$ cat src/rtl/dff_bank_ctrl.sv
// dff_bank_ctrl: sequences PRE/CLR pulses and capture strobes for a bank of
// preset/clear D flip-flops, and keeps a shadow copy of the bank contents.
// Outputs are registered from the next-state decode, so req never reaches a
// bank drive combinationally.
module dff_bank_ctrl #(
  parameter int WIDTH      = 4,
  parameter int PULSE_CYC  = 2,
  parameter int SETTLE_CYC = 1
) (
  input  logic             clk,
  input  logic             CLR,
  input  logic             req,
  input  logic [1:0]       op,
  input  logic [WIDTH-1:0] value,
  input  logic [WIDTH-1:0] bank_d,
  output logic             ready,
  output logic             done,
  output logic [WIDTH-1:0] bank_pre,
  output logic [WIDTH-1:0] bank_clr,
  output logic             bank_clk_en,
  output logic [WIDTH-1:0] shadow,
  output logic             shadow_valid
);

  localparam int CW = $clog2(PULSE_CYC + SETTLE_CYC + 2);

  localparam logic [CW-1:0] CNT_ZERO = '0;
  localparam logic [CW-1:0] CNT_ONE  = CW'(1);
  localparam logic [CW-1:0] P_LAST   = CW'(PULSE_CYC);
  localparam logic [CW-1:0] S_LAST   = CW'(SETTLE_CYC);

  localparam logic [1:0] OP_CLEAR   = 2'd0;
  localparam logic [1:0] OP_PRESET  = 2'd1;
  localparam logic [1:0] OP_LOAD    = 2'd2;
  localparam logic [1:0] OP_CAPTURE = 2'd3;

  localparam logic [2:0] ST_INIT    = 3'd0;
  localparam logic [2:0] ST_IDLE    = 3'd1;
  localparam logic [2:0] ST_ASSERT  = 3'd2;
  localparam logic [2:0] ST_CAPTURE = 3'd3;
  localparam logic [2:0] ST_SETTLE  = 3'd4;
  localparam logic [2:0] ST_DONE    = 3'd5;

  // With no recovery time the pulse phases skip straight to DONE.
  localparam logic [2:0]    ST_AFTER_PULSE  = (SETTLE_CYC > 0) ? ST_SETTLE : ST_DONE;
  localparam logic [CW-1:0] CNT_AFTER_PULSE = (SETTLE_CYC > 0) ? CNT_ONE : CNT_ZERO;

  logic [2:0]       state, n_state;
  logic [CW-1:0]    cnt, n_cnt;
  logic [1:0]       cmd, n_cmd;
  logic [WIDTH-1:0] val, n_val;
  logic             armed, n_armed;
  logic             init_op;

  logic [WIDTH-1:0] n_pre, n_clr, shadow_upd;
  logic             n_clk_en, n_done, n_ready;

  // Next-state logic; cycle 0 of every phase (cnt=0) is a setup cycle with drives low.
  always_comb begin
    n_state = state;
    n_cnt   = cnt;
    n_cmd   = cmd;
    n_val   = val;
    n_armed = armed;
    case (state)
      ST_INIT: begin
        if (!armed) begin
          n_armed = 1'b1;
          n_cnt   = CNT_ZERO;
        end else if (cnt == P_LAST) begin
          n_state = ST_AFTER_PULSE;
          n_cnt   = CNT_AFTER_PULSE;
        end else begin
          n_cnt = cnt + CNT_ONE;
        end
      end
      ST_IDLE: begin
        if (req && ready) begin
          n_cmd   = op;
          n_val   = value;
          n_cnt   = CNT_ZERO;
          n_state = (op == OP_CAPTURE) ? ST_CAPTURE : ST_ASSERT;
        end
      end
      ST_ASSERT: begin
        if (cnt == P_LAST) begin
          n_state = ST_AFTER_PULSE;
          n_cnt   = CNT_AFTER_PULSE;
        end else begin
          n_cnt = cnt + CNT_ONE;
        end
      end
      ST_CAPTURE: begin
        if (cnt == CNT_ONE) begin
          n_state = ST_AFTER_PULSE;
          n_cnt   = CNT_AFTER_PULSE;
        end else begin
          n_cnt = cnt + CNT_ONE;
        end
      end
      ST_SETTLE: begin
        if (cnt == S_LAST) begin
          n_state = ST_DONE;
          n_cnt   = CNT_ZERO;
        end else begin
          n_cnt = cnt + CNT_ONE;
        end
      end
      ST_DONE: begin
        n_state = ST_IDLE;
        n_cnt   = CNT_ZERO;
      end
      default: begin
        n_state = ST_INIT;
        n_cnt   = CNT_ZERO;
      end
    endcase
  end

  // Output decode of the upcoming state; PRE and CLR patterns are disjoint by construction.
  always_comb begin
    n_pre    = '0;
    n_clr    = '0;
    n_clk_en = (n_state == ST_CAPTURE) && (n_cnt == CNT_ONE);
    n_done   = (n_state == ST_DONE) && !init_op;
    n_ready  = (n_state == ST_IDLE);
    if (n_state == ST_INIT && n_cnt != CNT_ZERO) begin
      n_clr = '1;
    end else if (n_state == ST_ASSERT && n_cnt != CNT_ZERO) begin
      case (n_cmd)
        OP_CLEAR:  n_clr = '1;
        OP_PRESET: n_pre = '1;
        OP_LOAD: begin
          n_pre = n_val;
          n_clr = ~n_val;
        end
        default: begin
          n_pre = '0;
          n_clr = '0;
        end
      endcase
    end
  end

  // Shadow contents that the bank holds once the current command completes.
  always_comb begin
    shadow_upd = '0;
    if (!init_op) begin
      case (cmd)
        OP_CLEAR:   shadow_upd = '0;
        OP_PRESET:  shadow_upd = '1;
        OP_LOAD:    shadow_upd = val;
        OP_CAPTURE: shadow_upd = bank_d;
        default:    shadow_upd = '0;
      endcase
    end
  end

  // State, command and output registers; reset drops every drive at once.
  always_ff @(posedge clk or negedge CLR) begin
    if (!CLR) begin
      state        <= ST_INIT;
      cnt          <= CNT_ZERO;
      cmd          <= OP_CLEAR;
      val          <= '0;
      armed        <= 1'b0;
      init_op      <= 1'b1;
      bank_pre     <= '0;
      bank_clr     <= '0;
      bank_clk_en  <= 1'b0;
      done         <= 1'b0;
      ready        <= 1'b0;
      shadow       <= '0;
      shadow_valid <= 1'b0;
    end else begin
      state       <= n_state;
      cnt         <= n_cnt;
      cmd         <= n_cmd;
      val         <= n_val;
      armed       <= n_armed;
      bank_pre    <= n_pre;
      bank_clr    <= n_clr;
      bank_clk_en <= n_clk_en;
      done        <= n_done;
      ready       <= n_ready;
      if (state == ST_DONE) begin
        shadow       <= shadow_upd;
        shadow_valid <= 1'b1;
        init_op      <= 1'b0;
      end
    end
  end

endmodule
$ cat config.mk
export PLATFORM = sky130hd
export DESIGN_NAME = dff_bank_ctrl
export DESIGN_NICKNAME = d
export VERILOG_FILES = /design/src/rtl/dff_bank_ctrl.sv
export SDC_FILE = /design/constraint.sdc
export NUM_CORES = 1
export LEC_CHECK = 0
export ABC_AREA = 1
export CORE_MARGIN = 2
export CORE_UTILIZATION = 50
export CTS_CLUSTER_DIAMETER = 30
export DETAILED_ROUTE_END_ITERATION = 16
export GPL_ROUTABILITY_DRIVEN = 0
export PLACE_DENSITY = 0.76
export SYNTH_ARGS = -nofsm -noshare
export SYNTH_HDL_FRONTEND = slang
export SYNTH_SLANG_ARGS = --single-unit
$ cat constraint.sdc
create_clock -name clk -period 2.85 [get_ports clk]
set_clock_uncertainty 0.2 [all_clocks]
set_input_delay 0.57 -clock clk [delete_from_list [all_inputs] [get_ports clk]]
set_output_delay 0.57 -clock clk [all_outputs]
set_load 0.005 [all_outputs]
==> impl_metrics.ini <==
[run_status]
status = finished, final reports clean

[die]
die_area_sq_um = 3780
rows = 20
initial_utilization_pct = 53.3
die_h_microns = 61.5
die_x_microns = 61.5
core_area_sq_um = 3100
ioPinCount = 29

[synthesis]
synth_compound_area_share_pct = 10.3
syn_avg_cell_area_sq_um = 8.70
synth_seq_cells = 30
synth_area_sq_um = 1650
synth_top_family_by_area = simple AND/OR/NAND/NOR gates
synth_nets = 206
synth_cells = 190
synthAdderAreaFrac_pct = 2.27
synth-simple-area-share_pct = 35.5
ys_types = 29
synthXorXnorAreaFrac_pct = 0
synth.area.mux_share_pct = 0
yosysSeqAreaShare_pct = 45.5
ys_warn_count = 0

[route]
via_per_inst = 5.02
antenna_left = 0
drt-total-wl_microns = 3520
dr.pass1.iters = 4
wl_per_cell_microns = 13.0
dr_total_vias = 1360
drt_iter0_drc = 59
drc = 0

[place]
placed_area_sq_um = 2000
hpwl_microns = 2740
port_buffers = 28

[power]
leakagePower_nw = 0.988
pwr-share-seq_pct = 31.1
cellPowerDensity_nw_per_um2 = 1080
switchingPower_mw = 0.991
clkPwrFrac_pct = 14.8
internal_power_mw = 1.25
total_power_mw = 2.24
peakVddDrop_mv = 0.646
p_sw_share_pct = 44.3
power.share.combinational_pct = 54.2

[clocking]
clockBufferDepth = 2
clkSinkCount = 30
post_cts_buffers = 0
post_cts_resized = 0
clockRootBuffer = clkbuf_4
holdBufCountCts = 0
cts_tree = done
numCtsBuffers = 5
insertion_delay_ns = 0.32
cts.htree.levels = 2
path_clk_slew_ns = 0.09

[timing]
tns_ns = 0
slew_viol_final = 0
hold_viol_final = 0
min_period_over_period_pct = 88.4
setup_viol = 0
fin_crit_ns = 2.52
worstMarginPinSlew_ns = 0.365
max_slew_margin_pct = 75.4
fmax_ghz = 0.397
rsz0062_at_grt = no

[flow_run]
max-cap-violations = 0

[cells_and_area]
drive_gt1_share_pct = 23.8
regArea_sq_um = 752
fill_cells = 267
finalNetCount = 242
multi_input_area_sq_um = 795
num_antenna_cells = 0
final_common_cell = nand2_1
layout_common_cells = nand2_1 (45), dfrtp_1 (29), clkdlybuf4s50_1 (28)
syn_to_final_growth_pct = 25.3
finalInstanceArea_sq_um = 2070

[critical_path]
reg2reg_slack_ns = 0.47
path_cells = clkdlybuf4s50_1 -> nand2_1 -> nor2_4 -> inv_4 -> o21ai_0 -> inv_1 -> ha_1 -> inv_1 -> a21oi_1 -> o21ai_0 -> nor2_2
slowest_stage = clkdlybuf4s50_1
cp.arrival_ns = 2.54
r2r_start = state[2]
r2r_cells = 11
end_kind = flop
path_class = input port to flop
critPathLaunch = req
max_stage_delay_ns = 0.46
r2r-end = bank_pre[0]
startpoint_type = input port
required_ns = 2.87
crit_fanout = 9

[global_route]
overflow = 0
grt_pass1_wl_microns = 6100
grt_max_degree = 31
grtUsageTotal_pct = 22.2
grt_antenna_before_repair = 0
grt_pass1_vias = 1407

[hold_path]
min_to = init_op
hold_class = flop to flop
holdPathStages = 2
min-delay-start = init_op
cell usage after synthesis, drive strengths merged:
cell type,instances,area share (%)
nand2,56,15
dfrtp,29,44
inv,25,6.0
nor2,23,8.3
nand3,17,8.3
o21ai,14,5.1
a21oi,6,1.8
nor3,4,1.8
o21bai,4,1.8
o22ai,4,1.5
ha,3,2.3
nand4,2,1.7
buf,1,0.45
dfstp,1,1.6
or2,1,0.38
sequential cells by signal (all words and copies together), names as in the netlist, 2 cells and up:
register and flops:
cnt 3, shadow 4, state 3, val 4
cmd 2, bank_pre 4, bank_clr 4
logic make-up after synthesis:
family / Yosys count
AND/OR/NAND/NOR: 103
flip-flops: 30
AO/OA/AOI/OAI: 28
buffers and inverters: 26
adder cells (fa/ha/maj): 3
cell type report:
class	count	share of cell area, %
multi-input combinational	134	38.4
sequential	30	36.3
timing repair buffer	30	14.3
inverter	25	4.77
tap	44	2.66
clock buffer	7	2.18
clock inverter	1	1.45
power groups by stage:
stage / Clock (mW) / Sequential, mW / Combinational, mW
finish: 0.331 / 0.696 / 1.21
global route: 0.358 / 0.712 / 1.36
CTS: 0.337 / 0.696 / 1.22
floorplan: 0 / 0.672 / 0.888
global placement: 0 / 0.695 / 1.18
detailed placement: 0 / 0.703 / 1.21
layer usage:
layer / vias to the layer above / global-route usage, % / routed length (microns)
met2: 34 / 35.6 / 1800
li1: 680 / - / -
met1: 640 / 27.3 / 1530
met3: 6 / 7.35 / 157
met5: - / 0 / 0
met4: 0 / 9.42 / 39
metrics by stage:
step | setup WS [ns] | hold slack [ns] | cells | utilization (%)
2_1_floorplan | 0.661 | 0.0744 | 190 | -
3_3_place_gp | 0.127 | 0.249 | 263 | 64.3
3_5_place_dp | 0.0221 | 0.252 | 263 | 64.3
4_1_cts | 0.337 | 0.266 | 271 | 66.7
5_1_grt | 0.147 | 0.288 | 271 | 66.7
6_report | 0.332 | 0.267 | 271 | 66.7
critical path: cells and delay by family:
kind	cells	cell delay [ns]
compound gates	3	0.53
fa+ha+maj	1	0.19
buf+inv	4	0.83
simple gates	3	0.42
worst max-delay path by stage:
stage                   to  slack (ns)  cells after the start
2_1_floorplan  bank_pre[0]        0.66                     10
6_report       bank_pre[0]        0.33                     11
5_1_grt        bank_pre[0]        0.15                     11
4_1_cts        bank_pre[0]        0.34                     11
3_3_place_gp   bank_pre[0]        0.13                     11
3_5_place_dp   bank_pre[2]        0.02                     11
Power figures use the tool's default switching activity.
